--- src/rtl/buf_arb_pkg.sv ---
// +--------------------------------------------------------------------+
// | buf_arb_pkg : shared types and helpers for buf_share_arbiter       |
// | Revision    : 1.0                                                  |
// +--------------------------------------------------------------------+
`default_nettype none

package buf_arb_pkg;

  typedef enum logic {
    ST_IDLE  = 1'b0,
    ST_GRANT = 1'b1
  } state_e;

  localparam logic IDLE_VAL_DEFAULT = 1'b0;

  // Index width for N requesters, never narrower than one bit.
  function automatic int ow_f(input int n);
    return (n > 2) ? $clog2(n) : 1;
  endfunction

endpackage

`default_nettype wire

--- src/rtl/rr_pick.sv ---
// +--------------------------------------------------------------------+
// | rr_pick  : combinational round-robin picker, scans up from ptr     |
// | Revision : 1.0                                                     |
// +--------------------------------------------------------------------+
`default_nettype none

module rr_pick
  import buf_arb_pkg::*;
#(
  parameter  int N  = 4,
  localparam int OW = ow_f(N)
) (
  input  logic [N-1:0]  req,
  input  logic [OW-1:0] ptr,
  input  logic [N-1:0]  mask,
  output logic          valid,
  output logic [OW-1:0] idx
);

  logic [N-1:0] w_cand;
  assign w_cand = req & ~mask;

  // Scan offsets high to low so the closest candidate to ptr wins last.
  always_comb begin
    int j;
    valid = 1'b0;
    idx   = '0;
    j     = 0;
    for (int k = N - 1; k >= 0; k--) begin
      j = int'(ptr) + k;
      if (j >= N) j = j - N;
      if (w_cand[j]) begin
        valid = 1'b1;
        idx   = OW'(j);
      end
    end
  end

endmodule

`default_nettype wire

--- src/rtl/buf_share_arbiter.sv ---
// +--------------------------------------------------------------------+
// | buf_share_arbiter : round-robin owner of one registered 1-bit line |
// | Option: BUF_ARB_TIMEOUT_EN adds a MAX_HOLD preemption counter      |
// | Revision : 1.0                                                     |
// +--------------------------------------------------------------------+
`default_nettype none

module buf_share_arbiter
  import buf_arb_pkg::*;
#(
  parameter  int   N        = 4,
  parameter  int   MAX_HOLD = 8,
  parameter  logic IDLE_VAL = IDLE_VAL_DEFAULT,
  localparam int   OW       = ow_f(N)
) (
  input  logic          clk,
  input  logic          rst_n,
  input  logic [N-1:0]  req,
  input  logic [N-1:0]  din,
  output logic [N-1:0]  gnt,
  output logic          s,
  output logic          busy,
  output logic [OW-1:0] owner
);

  if (N < 2 || N > 16 || MAX_HOLD < 2) begin : g_param_check
    $error("buf_share_arbiter: illegal N or MAX_HOLD");
  end

  state_e        state_q, state_d;
  logic [N-1:0]  gnt_q, gnt_d;
  logic          s_q, s_d;
  logic          busy_q, busy_d;
  logic [OW-1:0] owner_q, owner_d;
  logic [OW-1:0] ptr_q, ptr_d;

  logic [N-1:0]  w_owner_oh;
  logic [OW-1:0] w_next_ptr;
  logic [OW-1:0] w_ptr;
  logic [N-1:0]  w_mask;
  logic          w_valid;
  logic [OW-1:0] w_pick;
  logic          w_timeout;
  logic          w_release;

  assign w_owner_oh = {{(N-1){1'b0}}, 1'b1} << owner_q;
  assign w_next_ptr = (owner_q == OW'(N - 1)) ? '0 : owner_q + 1'b1;

  // One picker serves both cases: fresh pick from ptr when idle,
  // handoff pick past (and excluding) the owner while granting.
  assign w_ptr  = (state_q == ST_GRANT) ? w_next_ptr : ptr_q;
  assign w_mask = (state_q == ST_GRANT) ? w_owner_oh : '0;

  rr_pick #(.N(N)) u_pick (
    .req  (req),
    .ptr  (w_ptr),
    .mask (w_mask),
    .valid(w_valid),
    .idx  (w_pick)
  );

`ifdef BUF_ARB_TIMEOUT_EN
  localparam int HW = $clog2(MAX_HOLD);
  logic [HW-1:0] hold_q, hold_d;
  assign w_timeout = (hold_q == HW'(MAX_HOLD - 1)) && w_valid;
`else
  assign w_timeout = 1'b0;
`endif

  assign w_release = (state_q == ST_GRANT) && (!req[owner_q] || w_timeout);

  always_comb begin
    state_d = state_q;
    gnt_d   = gnt_q;
    s_d     = s_q;
    busy_d  = busy_q;
    owner_d = owner_q;
    ptr_d   = ptr_q;
`ifdef BUF_ARB_TIMEOUT_EN
    hold_d  = hold_q;
`endif
    if (w_release) ptr_d = w_next_ptr;

    if (w_valid && (state_q == ST_IDLE || w_release)) begin
      state_d        = ST_GRANT;
      gnt_d          = '0;
      gnt_d[w_pick]  = 1'b1;
      owner_d        = w_pick;
      busy_d         = 1'b1;
      s_d            = din[w_pick];
`ifdef BUF_ARB_TIMEOUT_EN
      hold_d         = '0;
`endif
    end else if (w_release) begin
      state_d = ST_IDLE;
      gnt_d   = '0;
      busy_d  = 1'b0;
      s_d     = IDLE_VAL;
    end else if (state_q == ST_GRANT) begin
      s_d = din[owner_q];
`ifdef BUF_ARB_TIMEOUT_EN
      if (hold_q != HW'(MAX_HOLD - 1)) hold_d = hold_q + 1'b1;
`endif
    end
  end

  always_ff @(posedge clk) begin
    if (!rst_n) begin
      state_q <= ST_IDLE;
      gnt_q   <= '0;
      s_q     <= IDLE_VAL;
      busy_q  <= 1'b0;
      owner_q <= '0;
      ptr_q   <= '0;
`ifdef BUF_ARB_TIMEOUT_EN
      hold_q  <= '0;
`endif
    end else begin
      state_q <= state_d;
      gnt_q   <= gnt_d;
      s_q     <= s_d;
      busy_q  <= busy_d;
      owner_q <= owner_d;
      ptr_q   <= ptr_d;
`ifdef BUF_ARB_TIMEOUT_EN
      hold_q  <= hold_d;
`endif
    end
  end

  assign gnt   = gnt_q;
  assign s     = s_q;
  assign busy  = busy_q;
  assign owner = owner_q;

endmodule

`default_nettype wire

--- config.mk ---
export PLATFORM = sky130hd
export DESIGN_NAME = buf_share_arbiter
export DESIGN_NICKNAME = d
export VERILOG_FILES = /design/src/rtl/buf_arb_pkg.sv /design/src/rtl/rr_pick.sv /design/src/rtl/buf_share_arbiter.sv
export SDC_FILE = /design/constraint.sdc
export NUM_CORES = 1
export LEC_CHECK = 0
export CAP_MARGIN = 10
export CORE_MARGIN = 10
export CORE_UTILIZATION = 47
export DETAILED_ROUTE_END_ITERATION = 6
export DONT_BUFFER_PORTS = 1
export SETUP_SLACK_MARGIN = 0.5
export SLEW_MARGIN = 20
export SYNTH_ARGS = -nofsm -noshare
export SYNTH_HDL_FRONTEND = slang
export SYNTH_SLANG_ARGS = --single-unit
--- constraint.sdc ---
create_clock -name clk -period 2.95 [get_ports clk]
set_input_delay 0.4425 -clock clk [delete_from_list [all_inputs] [get_ports clk]]
set_output_delay 0.4425 -clock clk [all_outputs]
set_load 0.005 [all_outputs]
==> flow_summary.ini, run 1 <==
[status]
outcome = completed

[pwr]
leakage_nw = 0.3348
powerDensity_nw_per_um2 = 579.3
max-vdd-ir-drop_v = 0.0003535

[global_routing]
grt_use_total = 0.1119
grt_pass1_wl_mm = 3.180
grt_max_degree = 19
antenna_found_initial = 0
grt_overflow = 0
grt_pass1_vias = 664

[place]
dp.cells = 106
portBuffers = 0
dp_slack_ns = 0.7430
gp_congestion = 0.8487
dpl.hpwl_mm = 1.596
dpl_cell_area_um2 = 792.0

[logic_synthesis]
yosysTopAreaCell = dfxtp_1
syn_nets = 106
syn_inst = 92
synth.most_common_cell = dfxtp_1
avgSynthCellArea_um2 = 8.500
async_flop_share = 0
synth_seq_cells = 10
synth_edf_count = 0
synth_area_um2 = 782.0
synth_area_leaders = dfxtp_1 (26%), ha_1 (6.4%), a21boi_0 (3.8%)
synthFlopType = dfxtp_1
synth_top_area_share = 0.2560
yosysWarningCount = 0
synth_common_cells = dfxtp_1 (10), inv_1 (8), nand2_1 (8), nor2_1 (7)
yosys.cell_types.count = 39
ys_seq_area_frac = 0.2560

[route]
drc = 0
drt-pass1-iter-count = 4
postRouteAntennaNets = 0
wirelength_mm = 1.986
drt_iter0_drc = 33
avgViaCountPerCell = 6.518
vias = 717
post_drt_wl_per_cell_um = 18.05

[die]
die_width_um = 60.79
die_h_um = 60.79
num_rows = 14
die-area_um2 = 3695
core_area_um2 = 1541
ios = 18
initial_core_util = 0.5073

[critical_path]
endpoint = gnt[3]$_SDFFE_PN0P_
cp_cell_sequence = inv_1 -> ha_1 -> and4b_1 -> a311oi_1 -> a2111o_1 -> nor4b_4 -> a22oi_1 -> nor2b_1
crit_required_ns = 3.11
reg2reg_setup_slack_ns = 0.74
worst_setup_path_end_kind = flop
crit_fanout = 6
critical_path.startpoint = owner[1]$_SDFFE_PN0P_
arrival_ns = 2.37
critPathKind = flop to flop
reg2reg_to = gnt[3]$_SDFFE_PN0P_
r2r-start = owner[1]$_SDFFE_PN0P_
critPathSlowestCell = dfxtp_1
max_stage_delay_ns = 0.47
startpoint_type = flop
r2r_cells = 8

[sta]
skew_ns = 0.006991
setup_viol = 0
rsz0062_at_grt = no
fin_tns_setup_ns = 0
slew_headroom = 0.6129
worst_pin_slew_ns = 0.5762
fin_ws_ns = 0.7428
min_period_ns = 2.207
slew_viol_final = 0
fin_crit_sh = 0.7482
hold_viol = 0
fmax_mhz = 453.1

[clock_network]
cts_made_buffers = 3
path_clk_slew_ns = 0.07
ctsHoldBuffers = 0
cts_tree = yes
cts_resized = 0
root_buffer = clkbuf_4
htreeDepth = 1
insertion_delay_ns = 0.27
cts_setup_buffers = 0
clk_path_buf_depth = 2
cts.sinks = 10

[run]
max-cap-violations = 0

[cells_and_area]
area_delta_synth_final_pct = 6.080
final_net_count = 109
n_antenna_cell = 0
design_area_um2 = 829.5
fill_cells = 145
finalNonFillerCells = 110
final_util = 0.5381
layout-drive-gt1-share = 0.1489

[min_path]
hold_path_class = input port to flop
==> cell usage in the layout (no fill, tap or decap), types with 2 or more instances in the layout <==
cell type	count
nor2b_1	3
dfxtp_1	9
nand2_1	8
nor2_1	7
a21boi_0	4
o2111ai_1	2
inv_1	8
mux2i_1	2
o21a_1	2
nor3_1	2
a21boi_1	3
ha_1	4
nor2_2	2
nand3b_1	2
clkbuf_4	3
nor3b_1	2
o21ai_0	4
o211ai_1	2
nand2b_1	2
or3_2	2
==> area by class of cell <==
type | instances | area (um^2) | area share
inverter | 9 | 33.78 | 0.04072
clock buffer | 4 | 36.28 | 0.04374
sequential | 10 | 201.4 | 0.2428
tap | 16 | 20.02 | 0.02413
multi-input combinational | 71 | 538.0 | 0.6486
==> per-stage QoR <==
stage | power, W | hold WS [ns]
finish | 0.0004805 | 0.2948
global route | 0.0005125 | 0.2963
CTS | 0.0004824 | 0.2923
detailed placement | 0.0003521 | 0.4842
global placement | 0.0003522 | 0.4755
floorplan | 0.0003174 | 0.4472
==> per-layer routing <==
layer | wire length, um | up-vias | GRT usage
li1 | - | 345 | -
met1 | 823 | 331 | 0.1376
met2 | 883 | 33 | 0.1645
met3 | 238 | 8 | 0.05428
met4 | 41 | 0 | 0.04075
met5 | 0 | - | 0
==> worst max-delay path, delay by kind of cell (launching register included) <==
kind / cells / cell delay [ns]
simple gates: 3 / 0.45
fa+ha+maj: 1 / 0.37
buf+inv: 1 / 0.12
compound gates: 3 / 0.69
flops: 1 / 0.47
==> where the power goes <==
group | switching (W) | leakage, nW | internal [W]
Combinational | 0.0000899 | 0.231 | 0.0000767
Sequential | 0.0000277 | 0.0827 | 0.000156
Clock | 0.0000549 | 0.0210 | 0.0000750
==> worst min-delay path by stage <==
stage | end | slack [ns] | cells past startpoint | from
after CTS | owner[1]$_SDFFE_PN0P_ | 0.29 | 1 | rst_n
final | owner[1]$_SDFFE_PN0P_ | 0.29 | 1 | rst_n
after floorplan | gnt[0]$_SDFFE_PN0P_ | 0.45 | 2 | gnt[0]$_SDFFE_PN0P_
after global routing | owner[1]$_SDFFE_PN0P_ | 0.30 | 1 | rst_n
after detailed placement | gnt[0]$_SDFFE_PN0P_ | 0.48 | 2 | gnt[0]$_SDFFE_PN0P_
after global placement | gnt[0]$_SDFFE_PN0P_ | 0.48 | 2 | gnt[0]$_SDFFE_PN0P_
==> flip-flops by register name, indices dropped and copies added (netlist names) <==
name,count
ptr_q,2
owner,2
s,1
gnt,4
busy,1
==> cells by family after synthesis <==
group	after synthesis	synth area share
multiplexers	4	0.08801
adder cells (fa/ha/maj)	4	0.06400
flip-flops	10	0.2560
AO/OA/AOI/OAI	28	0.2672
buffers and inverters	11	0.05600
AND/OR/NAND/NOR	35	0.2688
Note: power is estimated with default switching activity, not from simulation.
==> run 2, diff against run 1 <==
Clock period 2.95 ns to 2 ns, I/O delays scaled along.
==> flow_summary.ini, run 2 (synthesis results as in run 1) <==
[sta]
min_period_ns = 1.906
worst_pin_slew_ns = 0.4028
slew_headroom = 0.7294
whs_ns = 0.1565
slew_viol_final = 0
fmax_mhz = 524.8
skew_ns = 0.002923
rsz0062_at_grt = yes
fin_crit_sh = 0.9528
hold_viol = 0
setup_viol = 0

[route]
avgViaCountPerCell = 6.294
postRouteAntennaNets = 0
drt-pass1-iter-count = 4
drc = 0
post_drt_wl_per_cell_um = 19.28
drt_iter0_drc = 17
vias = 749
wirelength_mm = 2.294

[place]
portBuffers = 0
dpl.hpwl_mm = 1.668
dpl_cell_area_um2 = 865.8
gp_congestion = 0.9298

[min_path]
hold_path_class = input port to flop
hold_depth = 1

[cells_and_area]
largest_reg_flops = 4
final_util = 0.6664
layout-drive-gt1-share = 0.4272
final_common_cell = buf_4
area_delta_synth_final_pct = 31.36
n_antenna_cell = 0
final_net_count = 118
design_area_um2 = 1027
mostFrequentLayoutCells = buf_4 (9), nand2_1 (8), nor2_1 (7), dfxtp_1 (7), inv_1 (5)

[global_routing]
grt_max_degree = 14
grt_pass1_wl_mm = 3.574
grt_use_total = 0.1259
grt_overflow = 0
grt_pass1_vias = 731
antenna_found_initial = 0

[clock_network]
path_clk_slew_ns = 0.07
cts_tree = yes
insertion_delay_ns = 0.27
clk_path_buf_depth = 2
ctsHoldBuffers = 0
root_buffer = clkbuf_4
cts_made_buffers = 3
htreeDepth = 1
cts.sinks = 10

[critical_path]
startpoint_type = flop
worst_setup_path_end_kind = flop
max_stage_delay_ns = 0.42
crit_required_ns = 2.19
cp_top_family = simple AND/OR/NAND/NOR gates
critPathSlowestCell = dfxtp_4
cp_cell_sequence = inv_4 -> ha_4 -> and4b_1 -> a311oi_2 -> a2111o_1 -> nor4b_4 -> nand2_1 -> o211ai_1
critPathKind = flop to flop
arrival_ns = 2.10
r2r_cells = 8
crit_fanout = 8
path_buf_inv = 1
cp_num_cells = 8

[die]
die-area_um2 = 3695
ios = 18
die_width_um = 60.79
num_rows = 14
core_area_um2 = 1541
die_h_um = 60.79
initial_core_util = 0.5073

[pwr]
powerDensity_nw_per_um2 = 820.1
leakage_nw = 0.4064
max-vdd-ir-drop_v = 0.0004825

[status]
outcome = completed

[run]
max-cap-violations = 0
-- run 2: changes by cell type in the layout (fill, tap and decap cells not counted), sizes merged --
cell  before  now
buf        0    9
-- run 2: where the power goes --
part / leakage, nW / switching [W] / internal [W]
combinational: 0.302 / 0.000188 / 0.000190
clock: 0.0210 / 0.0000769 / 0.000111
sequential: 0.0837 / 0.0000445 / 0.000233
total: 0.406 / 0.000309 / 0.000533
-- run 2: final cells by class --
type / count / area, um^2
tap: 16 / 20.02
inverter: 9 / 38.79
clock buffer: 4 / 36.28
fill: 137 / 514.2
sequential: 10 / 209.0
timing repair buffer: 9 / 67.56
multi-input combinational: 71 / 655.6
-- run 2: per-stage QoR --
step | instances | worst slack [ns] | setup TNS [ns] | power (W)
2_1_floorplan | 92 | 0.3120 | 0 | 0.0004906
3_3_place_gp | 111 | 0.05217 | 0 | 0.0005557
3_5_place_dp | 111 | 0.07698 | 0 | 0.0005559
4_1_cts | 117 | 0.1265 | 0 | 0.0008083
5_1_grt | 119 | -0.007104 | -0.007104 | 0.0008946
6_report | 119 | 0.09442 | 0 | 0.0008424
-- run 2: routing by layer --
metal  GRT usage  wire, um  up-vias  part of all wire
li1            -         -      362                 -
met1      0.1362       876      350              0.38
met2      0.2067      1133       35              0.49
met3     0.06889       271        2              0.12
met4     0.03762        12        0            0.0052
met5           0         0        -                 0
-- run 2: what timing repair did --
action                     CTS  global route
setup buffers                2             2
setup endpoints to repair    9            10
pin swaps                    9             8
gates resized for setup     16             7
-- run 2: final timing paths --
kind | from | endpoint | slack, ns
hold reg to reg | gnt[0]$_SDFFE_PN0P_ | gnt[0]$_SDFFE_PN0P_ | 0.48
setup reg to reg | owner[0]$_SDFFE_PN0P_ | s$_SDFFE_PN0P_ | 0.09
hold / removal | rst_n | owner[0]$_SDFFE_PN0P_ | 0.16
setup / recovery | owner[0]$_SDFFE_PN0P_ | s$_SDFFE_PN0P_ | 0.09
==> run 3, diff against run 2 <==
Settings changed: CORE_MARGIN 10 to default.
==> flow_summary.ini, run 3 (synthesis results as in run 1) <==
[clock_network]
path_clk_slew_ns = 0.07
cts.sinks = 10
cts_made_buffers = 3
insertion_delay_ns = 0.27
cts_tree = yes
root_buffer = clkbuf_4
htreeDepth = 1
clk_path_buf_depth = 2

[pwr]
leakage_nw = 0.3891
max-vdd-ir-drop_v = 0.0005243
powerDensity_nw_per_um2 = 819.4

[cells_and_area]
final_net_count = 115
mostFrequentLayoutCells = nand2_1 (8), dfxtp_1 (7), inv_1 (6), nor2_1 (6), buf_4 (5)
area_delta_synth_final_pct = 26.56
n_antenna_cell = 0
layout-drive-gt1-share = 0.3600
largest_reg_flops = 4
final_common_cell = nand2_1
final_util = 0.6494

[global_routing]
grt_max_degree = 18
grt_overflow = 0
grt_use_total = 0.2425
grt_pass1_vias = 760
antenna_found_initial = 0
grt_pass1_wl_mm = 3.325

[min_path]
hold_depth = 1
hold_path_class = input port to flop

[route]
drc = 0
drt_iter0_drc = 9
drt-pass1-iter-count = 4
post_drt_wl_per_cell_um = 16.48
avgViaCountPerCell = 6.267
vias = 727
postRouteAntennaNets = 0
wirelength_mm = 1.912

[critical_path]
crit_required_ns = 2.20
worst_setup_path_end_kind = flop
cp_num_cells = 7
max_stage_delay_ns = 0.39
cp_top_family = compound AO/OA/AOI/OAI gates
cp_cell_sequence = ha_2 -> or2_4 -> a31oi_4 -> o211ai_1 -> nor4b_4 -> o21ai_1 -> a21boi_1
startpoint_type = flop
critPathSlowestCell = dfxtp_4
critPathKind = flop to flop
path_buf_inv = 0
arrival_ns = 2.09
crit_fanout = 8
r2r_cells = 7

[die]
die-area_um2 = 1831
ios = 18
die_h_um = 42.79
initial_core_util = 0.5131
core_area_um2 = 1524
die_width_um = 42.79
num_rows = 14

[sta]
slew_headroom = 0.7877
fmax_mhz = 530.0
hold_viol = 0
fin_tns_setup_ns = 0
fin_crit_sh = 0.9433
skew_ns = 0.002038
min_period_ns = 1.887
slew_viol_final = 0
setup_viol = 0
rsz0062_at_grt = yes
worst_pin_slew_ns = 0.3160

[status]
outcome = completed

[run]
max-cap-violations = 0

[place]
gp_congestion = 0.8630
dpl.hpwl_mm = 1.454
portBuffers = 0
[run 3: worst reg2reg max path: stages, from the launching register on]
cell and delay (ns):
dfxtp_4 0.39, ha_2 0.20, or2_4 0.26, a31oi_4 0.20
o211ai_1 0.15, nor4b_4 0.35, o21ai_1 0.14, a21boi_1 0.13
[run 3: cell type report]
cell class	instances	area, um^2
Clock buffer	4	36.28
Fill cell	133	534.3
Inverter	9	36.28
Multi-Input combinational cell	71	639.4
Sequential cell	10	209.0
Tap cell	16	20.02
Timing Repair Buffer	6	48.80
[run 3: what timing repair did]
item / in CTS / in global routing
setup buffers: 3 / 0
pin swaps: 6 / 0
endpoints found under the setup margin: 9 / 9
gates resized for setup: 17 / 2
hold buffers: 0 / 0
cloned: 0 / 0
[run 3: metal layers]
metal	share of wire	GRT usage	up-vias
met5	0	0	-
li1	-	-	354
met1	0.42	0.2663	346
met2	0.50	0.4273	23
met4	0.011	0.1000	0
met3	0.070	0.07234	4
[run 3: worst paths after layout]
| path | slack [ns] | start | end |
|---|---|---|---|
| setup reg to reg | 0.11 | owner[0]$_SDFFE_PN0P_ | gnt[2]$_SDFFE_PN0P_ |
| hold reg to reg | 0.47 | gnt[0]$_SDFFE_PN0P_ | gnt[0]$_SDFFE_PN0P_ |
| setup / recovery | 0.11 | owner[0]$_SDFFE_PN0P_ | gnt[2]$_SDFFE_PN0P_ |
| hold / removal | 0.14 | rst_n | owner[1]$_SDFFE_PN0P_ |
[run 3: through the flow]
stage / cell area (um^2) / setup slack (ns) / cells / total power, W / hold slack [ns]
after global placement: 850.8 / 0.04014 / 109 / 0.0005456 / 0.4194
after global routing: 989.7 / -0.004708 / 116 / 0.0008639 / 0.1421
after CTS: 983.4 / 0.1370 / 116 / 0.0008059 / 0.1369
after detailed placement: 850.8 / 0.09349 / 109 / 0.0005503 / 0.4219
after floorplan: 818.3 / 0.3120 / 92 / 0.0004906 / 0.4168
final: 989.7 / 0.1134 / 116 / 0.0008109 / 0.1369
[run 3: where the power goes]
group | switching (W) | internal, W | total [W] | leakage (nW)
Combinational | 0.000171 | 0.000179 | 0.000350 | 0.284
Sequential | 0.0000440 | 0.000233 | 0.000277 | 0.0837
Clock | 0.0000733 | 0.000111 | 0.000184 | 0.0210
Total | 0.000289 | 0.000522 | 0.000811 | 0.389
